===== src/rtl/video_sig_gen_pkg.sv =====
// Shared 720p60 timing defaults, width/total helpers and the sync bundle type
// for the video_sig_gen raster generator.
package video_timing_pkg;

  localparam int DEF_ACTIVE_H_PIXELS = 1280;
  localparam int DEF_H_FRONT_PORCH   = 110;
  localparam int DEF_H_SYNC_WIDTH    = 40;
  localparam int DEF_H_BACK_PORCH    = 220;
  localparam int DEF_ACTIVE_LINES    = 720;
  localparam int DEF_V_FRONT_PORCH   = 5;
  localparam int DEF_V_SYNC_WIDTH    = 5;
  localparam int DEF_V_BACK_PORCH    = 20;
  localparam int DEF_FPS             = 60;

  function automatic int total4(input int a, input int b, input int c, input int d);
    return a + b + c + d;
  endfunction

  // Keeps a degenerate modulus of 1 from producing a zero-width vector.
  function automatic int cnt_width(input int n);
    return (n > 1) ? $clog2(n) : 1;
  endfunction

  localparam int DEF_H_TOTAL = total4(DEF_ACTIVE_H_PIXELS, DEF_H_FRONT_PORCH,
                                      DEF_H_SYNC_WIDTH, DEF_H_BACK_PORCH);
  localparam int DEF_V_TOTAL = total4(DEF_ACTIVE_LINES, DEF_V_FRONT_PORCH,
                                      DEF_V_SYNC_WIDTH, DEF_V_BACK_PORCH);

  typedef struct packed {
    logic hs;
    logic vs;
    logic ad;
  } sync_t;

endpackage


===== src/rtl/video_sig_gen_wrap_counter.sv =====
// Modulo-MAX counter advanced by inc_in; resets to MAX-1 so the first
// increment after reset lands on 0. wrap_out flags the MAX-1 -> 0 step.
module wrap_counter
  import video_timing_pkg::*;
#(
  parameter int MAX = 16,
  localparam int W = cnt_width(MAX)
) (
  input  logic         clk_in,
  input  logic         rst_in,
  input  logic         inc_in,
  output logic [W-1:0] count_out,
  output logic         wrap_out
);

  logic [W-1:0] count_q;
  logic [W-1:0] count_d;

  assign wrap_out = inc_in && (count_q == W'(MAX - 1));
  assign count_d  = wrap_out ? '0 : count_q + W'(1);

  // NOTE: state registers take non-blocking assignments so every flop samples
  // pre-edge values regardless of process ordering.
  always_ff @(posedge clk_in or posedge rst_in) begin
    if (rst_in)      count_q <= W'(MAX - 1);
    else if (inc_in) count_q <= count_d;
  end

  assign count_out = count_q;

endmodule


===== src/rtl/video_sig_gen.sv =====
// Free-running raster timing generator (720p60 default) with registered,
// mutually aligned outputs. Frame counter enabled by VIDEO_SIG_GEN_FRAME_COUNT_EN.
module video_sig_gen
  import video_timing_pkg::*;
#(
  parameter int ACTIVE_H_PIXELS = DEF_ACTIVE_H_PIXELS,
  parameter int H_FRONT_PORCH   = DEF_H_FRONT_PORCH,
  parameter int H_SYNC_WIDTH    = DEF_H_SYNC_WIDTH,
  parameter int H_BACK_PORCH    = DEF_H_BACK_PORCH,
  parameter int ACTIVE_LINES    = DEF_ACTIVE_LINES,
  parameter int V_FRONT_PORCH   = DEF_V_FRONT_PORCH,
  parameter int V_SYNC_WIDTH    = DEF_V_SYNC_WIDTH,
  parameter int V_BACK_PORCH    = DEF_V_BACK_PORCH,
  parameter int FPS             = DEF_FPS,
  localparam int H_TOTAL = total4(ACTIVE_H_PIXELS, H_FRONT_PORCH, H_SYNC_WIDTH, H_BACK_PORCH),
  localparam int V_TOTAL = total4(ACTIVE_LINES, V_FRONT_PORCH, V_SYNC_WIDTH, V_BACK_PORCH),
  localparam int HW = cnt_width(H_TOTAL),
  localparam int VW = cnt_width(V_TOTAL),
  localparam int FW = cnt_width(FPS)
) (
  input  logic          clk_in,
  input  logic          rst_in,
  output logic [HW-1:0] hcount_out,
  output logic [VW-1:0] vcount_out,
  output logic          hs_out,
  output logic          vs_out,
  output logic          ad_out,
  output logic          nf_out,
  output logic [FW-1:0] fc_out
);

  // Inclusive decode bounds; all strictly below the totals so they fit the counter widths.
  localparam logic [HW-1:0] HS_FIRST = HW'(ACTIVE_H_PIXELS + H_FRONT_PORCH);
  localparam logic [HW-1:0] HS_LAST  = HW'(ACTIVE_H_PIXELS + H_FRONT_PORCH + H_SYNC_WIDTH - 1);
  localparam logic [HW-1:0] AD_H_END = HW'(ACTIVE_H_PIXELS - 1);
  localparam logic [HW-1:0] NF_H     = HW'(ACTIVE_H_PIXELS);
  localparam logic [VW-1:0] VS_FIRST = VW'(ACTIVE_LINES + V_FRONT_PORCH);
  localparam logic [VW-1:0] VS_LAST  = VW'(ACTIVE_LINES + V_FRONT_PORCH + V_SYNC_WIDTH - 1);
  localparam logic [VW-1:0] AD_V_END = VW'(ACTIVE_LINES - 1);
  localparam logic [VW-1:0] NF_V     = VW'(ACTIVE_LINES);

  logic [HW-1:0] h_pos, h_next, hcount_q;
  logic [VW-1:0] v_pos, v_next, vcount_q;
  logic          h_wrap, v_wrap;
  sync_t         sync_d, sync_q;
  logic          nf_d, nf_q;

  wrap_counter #(.MAX(H_TOTAL)) u_pixel_cnt (
    .clk_in    (clk_in),
    .rst_in    (rst_in),
    .inc_in    (1'b1),
    .count_out (h_pos),
    .wrap_out  (h_wrap)
  );

  wrap_counter #(.MAX(V_TOTAL)) u_line_cnt (
    .clk_in    (clk_in),
    .rst_in    (rst_in),
    .inc_in    (h_wrap),
    .count_out (v_pos),
    .wrap_out  (v_wrap)
  );

  // Decode the position the counters move to on this edge so the registered
  // flags line up with the registered coordinates.
  always_comb begin
    h_next = h_wrap ? '0 : h_pos + HW'(1);
    v_next = v_pos;
    if (h_wrap) v_next = v_wrap ? '0 : v_pos + VW'(1);
    sync_d.hs = (h_next >= HS_FIRST) && (h_next <= HS_LAST);
    sync_d.vs = (v_next >= VS_FIRST) && (v_next <= VS_LAST);
    sync_d.ad = (h_next <= AD_H_END) && (v_next <= AD_V_END);
    nf_d      = (h_next == NF_H) && (v_next == NF_V);
  end

  always_ff @(posedge clk_in or posedge rst_in) begin
    if (rst_in) begin
      hcount_q <= '0;
      vcount_q <= '0;
      sync_q   <= '0;
      nf_q     <= 1'b0;
    end else begin
      hcount_q <= h_next;
      vcount_q <= v_next;
      sync_q   <= sync_d;
      nf_q     <= nf_d;
    end
  end

`ifdef VIDEO_SIG_GEN_FRAME_COUNT_EN
  logic [FW-1:0] fc_q;

  always_ff @(posedge clk_in or posedge rst_in) begin
    if (rst_in)    fc_q <= '0;
    else if (nf_q) fc_q <= (fc_q == FW'(FPS - 1)) ? '0 : fc_q + FW'(1);
  end

  assign fc_out = fc_q;
`else
  assign fc_out = '0;
`endif

  assign hcount_out = hcount_q;
  assign vcount_out = vcount_q;
  assign hs_out     = sync_q.hs;
  assign vs_out     = sync_q.vs;
  assign ad_out     = sync_q.ad;
  assign nf_out     = nf_q;

endmodule


===== config.mk =====
export PLATFORM = sky130hd
export DESIGN_NAME = video_sig_gen
export DESIGN_NICKNAME = d
export VERILOG_FILES = /design/src/rtl/video_sig_gen_pkg.sv /design/src/rtl/video_sig_gen_wrap_counter.sv /design/src/rtl/video_sig_gen.sv
export SDC_FILE = /design/constraint.sdc
export NUM_CORES = 1
export LEC_CHECK = 0
export CAP_MARGIN = 40
export CORE_ASPECT_RATIO = 0.75
export CORE_UTILIZATION = 40
export CTS_BUF_LIST = sky130_fd_sc_hd__clkbuf_4
export DETAILED_ROUTE_END_ITERATION = 7
export HOLD_SLACK_MARGIN = 0.06
export PLACE_DENSITY = 0.59
export SYNTH_ARGS = -nofsm -noshare
export SYNTH_HDL_FRONTEND = slang
export SYNTH_SLANG_ARGS = --single-unit

===== constraint.sdc =====
create_clock -name clk_in -period 3.1 [get_ports clk_in]
set_input_delay 0.465 -clock clk_in [delete_from_list [all_inputs] [get_ports clk_in]]
set_output_delay 0.465 -clock clk_in [all_outputs]
set_load 0.005 [all_outputs]

* Word-level counts from Yosys, hierarchy flattened
Cells that the tools add are included.
Operators by class: add/subtract/negate cells 2, $lt $le $gt $ge 6, equal/unequal tests 4, muxes and demuxes 3, reductions and logical operators 5
Operators by type and width (count):
- equality test 11 bit, second input constant | 2
- less-or-equal comparator 11 bit, second input constant | 2
- equality test 10 bit, second input constant | 2
- less-or-equal comparator 10 bit, second input constant | 2
- two-way mux 10 bit | 2
- adder 11 x 1 -> 11 bit, second input constant | 1
- greater-or-equal comparator 11 bit, second input constant | 1
- two-way mux 11 bit | 1
- adder 10 x 1 -> 10 bit, second input constant | 1
- greater-or-equal comparator 10 bit, second input constant | 1
- logical AND 1 bit | 5
Word-level totals: flip-flop bits (word level) 46, input port bits 2, output and inout port bits 31, logic and storage cells 28

* Longest topological paths before layout
depth in word-level cells 6, depth in mapped cells 9, depth with buffers taken out 8

* Cells and area by module
A second synthesis with hierarchy kept.
Unflattened totals: cells, all modules 259, area, all modules 2528.7 um^2
By module, submodules not included:
- video_sig_gen | instances 1, cells an instance 144, area an instance 1363.8 um^2, sequential area each 625.6 um^2
- wrap_counter (u_line_cnt) | instances 1, cells an instance 59, area an instance 585.6 um^2, sequential area each 259.0 um^2
- wrap_counter (u_pixel_cnt) | instances 1, cells an instance 56, area an instance 579.3 um^2, sequential area each 282.8 um^2

* Worst setup path after synthesis
OpenSTA, ideal clock, no wires.
path kind register to register, start point register u_pixel_cnt.count_q[0], in the netlist u_pixel_cnt.count_out[0], end point register nf_q, in the netlist nf_out, setup time 0.101 ns, data arrival time 2.113 ns, data required time 2.999 ns, setup slack 0.886 ns, cell stages (with the launch flop) 8, buffers on the path 0, clock period less this slack 2.214 ns, cells stage by stage dfstp_2 -> ha_1 -> and4bb_4 -> nand2_2 -> or4b_1 -> xor2_1 -> nand3b_1 -> nor4_1
Between the ends: cells in the longest elaborated chain, start to end 6, elaborated cells on any way between the ends 9, classes of those cells add/sub (1); eq/ne (3); mux (3); reduce/logical (2)
Ends and longest elaborated chain:
- start, declared | line video_sig_gen_wrap_counter.sv:16 | logic [W-1:0] count_q;
- start signal, assigned | line video_sig_gen_wrap_counter.sv:25 | if (rst_in) count_q <= W'(MAX - 1);
- start signal, assigned | line video_sig_gen_wrap_counter.sv:26 | else if (inc_in) count_q <= count_d;
- branches (longest 5 deep; another with adder 11 x 1 -> 11 bit)
- logical AND 1 bit * | line video_sig_gen.sv:73 | nf_d = (h_next == NF_H) && (v_next == NF_V);
- named net nf_d | line video_sig_gen.sv:46 | logic nf_d, nf_q;
- end signal, assigned | line video_sig_gen.sv:86 | nf_q <= nf_d;
- end, declared | line video_sig_gen.sv:46
Mark *: on every way through the listed nets, which the timed path passes.

* Worst setup path in the final report
Ends and elaborated chain as after synthesis.

==> summary.md <==
| Metric | Value |
|---|---|
| Status | `completed` |
| Commonest cells after routing, fill and taps aside | `clkdlybuf4s50_1 (26), dfrtp_1 (25), nor2_1 (17)` |
| Netlist cell types | `56` |
| Final period util | `83.0%` |
| Sequential area share after synthesis | `45.4%` |
| DIE AREA | `0.00563 mm2` |
| Min-Delay Path Class | `input pin to asynchronous set/reset pin` |
| Multiplexer area fraction after synthesis | `1.17%` |
| Total Power | `0.000746 W` |
| Clk_skew | `0.00594 ns` |
| CTS root buf | `clkbuf_4` |
| Main combinational cell family by area after synthesis | `simple AND/OR/NAND/NOR gates` |
| Synth Cell Area | `0.00213 mm2` |
| Clk slew on worst S/H paths | `0.11 ns` |
| First-pass GRT wire length | `7500 um` |
| Synth Area in XOR/XNOR | `5.75%` |
| Wire length on met1 | `2500 um` |
| Yosys reg bits | `38` |
| Cells after Synth | `218` |
| Final antenna-violating net count | `0` |
| Wire per inst | `14.8 um` |
| # rows | `22` |
| Synth-to-layout area growth | `12.1%` |
| Final hold viol count | `0` |
| Worst reg-to-reg path cell count | `7` |
| Final Cell Area | `0.00239 mm2` |
| Antenna violations before repair | `0` |
| Pin count of the biggest net entering global routing | `39` |
| Vias | `1612` |
| Starting density of the core | `42.6%` |
| Main synth FF type | `dfrtp_1` |
| GR Overflow Total | `0` |
| Die X | `86.3 um` |
| Clk Latency, worst-skew pair | `0.34 ns` |
| DRT Wirelength | `4520 um` |
| Number of clock buffers inserted by TritonCTS | `5` |
| EDFF count, synth | `0` |
| CTS sink cnt | `38` |
| Num ports | `33` |
| CTS Hold Bufs | `0` |
| Largest cells by area after synthesis | `dfrtp_1 (29%), dfstp_2 (16%), buf_4 (4.9%)` |
| Synthesized-area fraction occupied by adder cells | `2.35%` |
| Max Slew Vio Count | `0` |
| Layout cells sized above 1 | `14.2%` |
| Reg2reg start | `u_pixel_cnt.count_out[0]$_DFF_PP1_` |
| Worst VDD drop | `0.000137 V` |
| Met3 wire len | `263 um` |
| RSZ-0062 raised after global routing | `no` |
| Placer Congestion | `0.910` |
| Met2 WL | `1700 um` |
| Post-synthesis simple-gate area fraction | `22.2%` |
| Gr usage total | `17.7%` |
| Final setup fails | `0` |
| Final Core Density | `47.7%` |
| Worst slew pin tran | `0.715 ns` |
| TritonCTS clock tree | `done` |
| Core area | `0.00501 mm2` |
| Drt via density | `5.29` |
| CP required | `3.34 ns` |
| Vias in the first global route | `1481` |
| RR Endpoint | `nf_out$_DFF_PP0_` |
| Top sig layer | `met4` |
| Worst setup SP type | `register` |
| Max cap viols | `0` |
| Area leader, netlist | `dfrtp_1` |
| Synth top area share | `29.3%` |
| Clock Tree Buf Depth | `2` |
| Cell Pwr Density | `312 mW/mm2` |
| Post_cts resized | `0` |
| Post-CTS Repair Setup Buffers | `0` |
| # port buffers | `26` |
| Avg Cell Area, Syn | `9.78 um2` |
| Tmin final | `2.57 ns` |
| Synth async-reset ratio | `100%` |
| Critical Path AT | `2.82 ns` |
| DR pass1 iterations | `4` |
| R2R Setup Slk | `0.53 ns` |
| Worst-path fanout max | `19` |
| Yosys warnings | `0` |
| Post-DP HPWL | `3170 um` |
| Slew headroom | `52.3%` |
| Fmax | `388 MHz` |
| Compound-Gate Fraction of Synth Area | `13.2%` |
| Commonest non-fill, non-tap cell in the layout | `clkdlybuf4s50_1` |
| Final TNS setup | `0 ns` |
| Die H | `65.2 um` |
| P_leak | `0.974 nW` |
| Crit path capture type | `register` |
| H-tree depth | `2` |
| Iter 0 DRT Violations | `119` |
| Nets@finish | `238` |
| DP Area | `0.00234 mm2` |
| DRC violations left | `0` |
| WS Path Type | `register to register` |
| Inserted Diodes | `0` |
report_power, final:
part            total, W  internal [W]  switching (W)
registers       0.000496      0.000496              0
logic          0.0000129    0.00000201      0.0000109
clock network   0.000237     0.0000808       0.000156
total           0.000746      0.000579       0.000167
layout make-up:
type,count,area [um2]
clock buffer,5,37.5
clock inverter,3,11.3
fill,489,2620
inverter,11,41.3
multi-input combinational,149,976
sequential,38,967
tap,72,90.1
timing repair buffer,27,268
critical path, stage by stage, from the launching register on:
cell and delay [ns]:
dfstp_2 0.62, ha_1 0.18, and4bb_4 0.28, and3_1 0.63
o21ai_0 0.25, nor2_1 0.16, o21ai_0 0.08, nor4_1 0.29
flip-flops by register name (all words and copies together) (netlist names):
signal                 cells
u_pixel_cnt.count_out     11
u_line_cnt.count_out      10
vcount_out                 7
hcount_out                 6
ad_out                     1
hs_out                     1
nf_out                     1
vs_out                     1
worst max path at each step:
| stage | from | slack [ns] | to | cells past startpoint |
|---|---|---|---|---|
| floorplan | u_pixel_cnt.count_out[0]$_DFF_PP1_ | 0.89 | nf_out$_DFF_PP0_ | 7 |
| global route | u_pixel_cnt.count_out[0]$_DFF_PP1_ | 0.30 | nf_out$_DFF_PP0_ | 7 |
| CTS | u_pixel_cnt.count_out[0]$_DFF_PP1_ | 0.54 | nf_out$_DFF_PP0_ | 7 |
| global placement | u_pixel_cnt.count_out[0]$_DFF_PP1_ | 0.67 | nf_out$_DFF_PP0_ | 7 |
| finish | u_pixel_cnt.count_out[0]$_DFF_PP1_ | 0.53 | nf_out$_DFF_PP0_ | 7 |
| detailed placement | u_pixel_cnt.count_out[0]$_DFF_PP1_ | 0.58 | nf_out$_DFF_PP0_ | 7 |
per-stage QoR:
stage | cells | hold WS, ns | setup slack (ns)
5_1_grt | 305 | 0.577 | 0.299
3_3_place_gp | 297 | 0.527 | 0.671
2_1_floorplan | 223 | 0.498 | 0.886
4_1_cts | 305 | 0.543 | 0.538
6_report | 305 | 0.526 | 0.526
3_5_place_dp | 297 | 0.528 | 0.578
cells in the mapped netlist, drive strengths merged, types with 2 or more instances:
cell type   n
a21oi       8
a22oi       2
a31oi       3
and3        5
and4        2
buf        21
clkbuf      4
dfrtp      25
dfstp      13
ha          4
inv        11
nand2      15
nand2b      2
nand3      12
nand3b      2
nand4       6
nand4b      2
nor2       17
nor3        6
nor4        3
o211ai      3
o21ai      11
o22ai       3
o31ai       3
o41ai       2
or2         3
xnor2       8
xor2        6
routing by layer:
layer	up-vias	track usage (%)
li1	775	-
met1	780	29.1
met2	52	22.1
met3	5	4.02
met4	0	5.00
met5	-	0
logic make-up after synthesis:
| logic type | count (synthesis) |
|---|---|
| simple gates | 82 |
| compound gates | 41 |
| flops | 38 |
| buf+inv | 36 |
| xor+xnor | 14 |
| fa+ha+maj | 4 |
| mux | 2 |
| other cells | 1 |
Note: power is estimated with default switching activity, not from simulation.
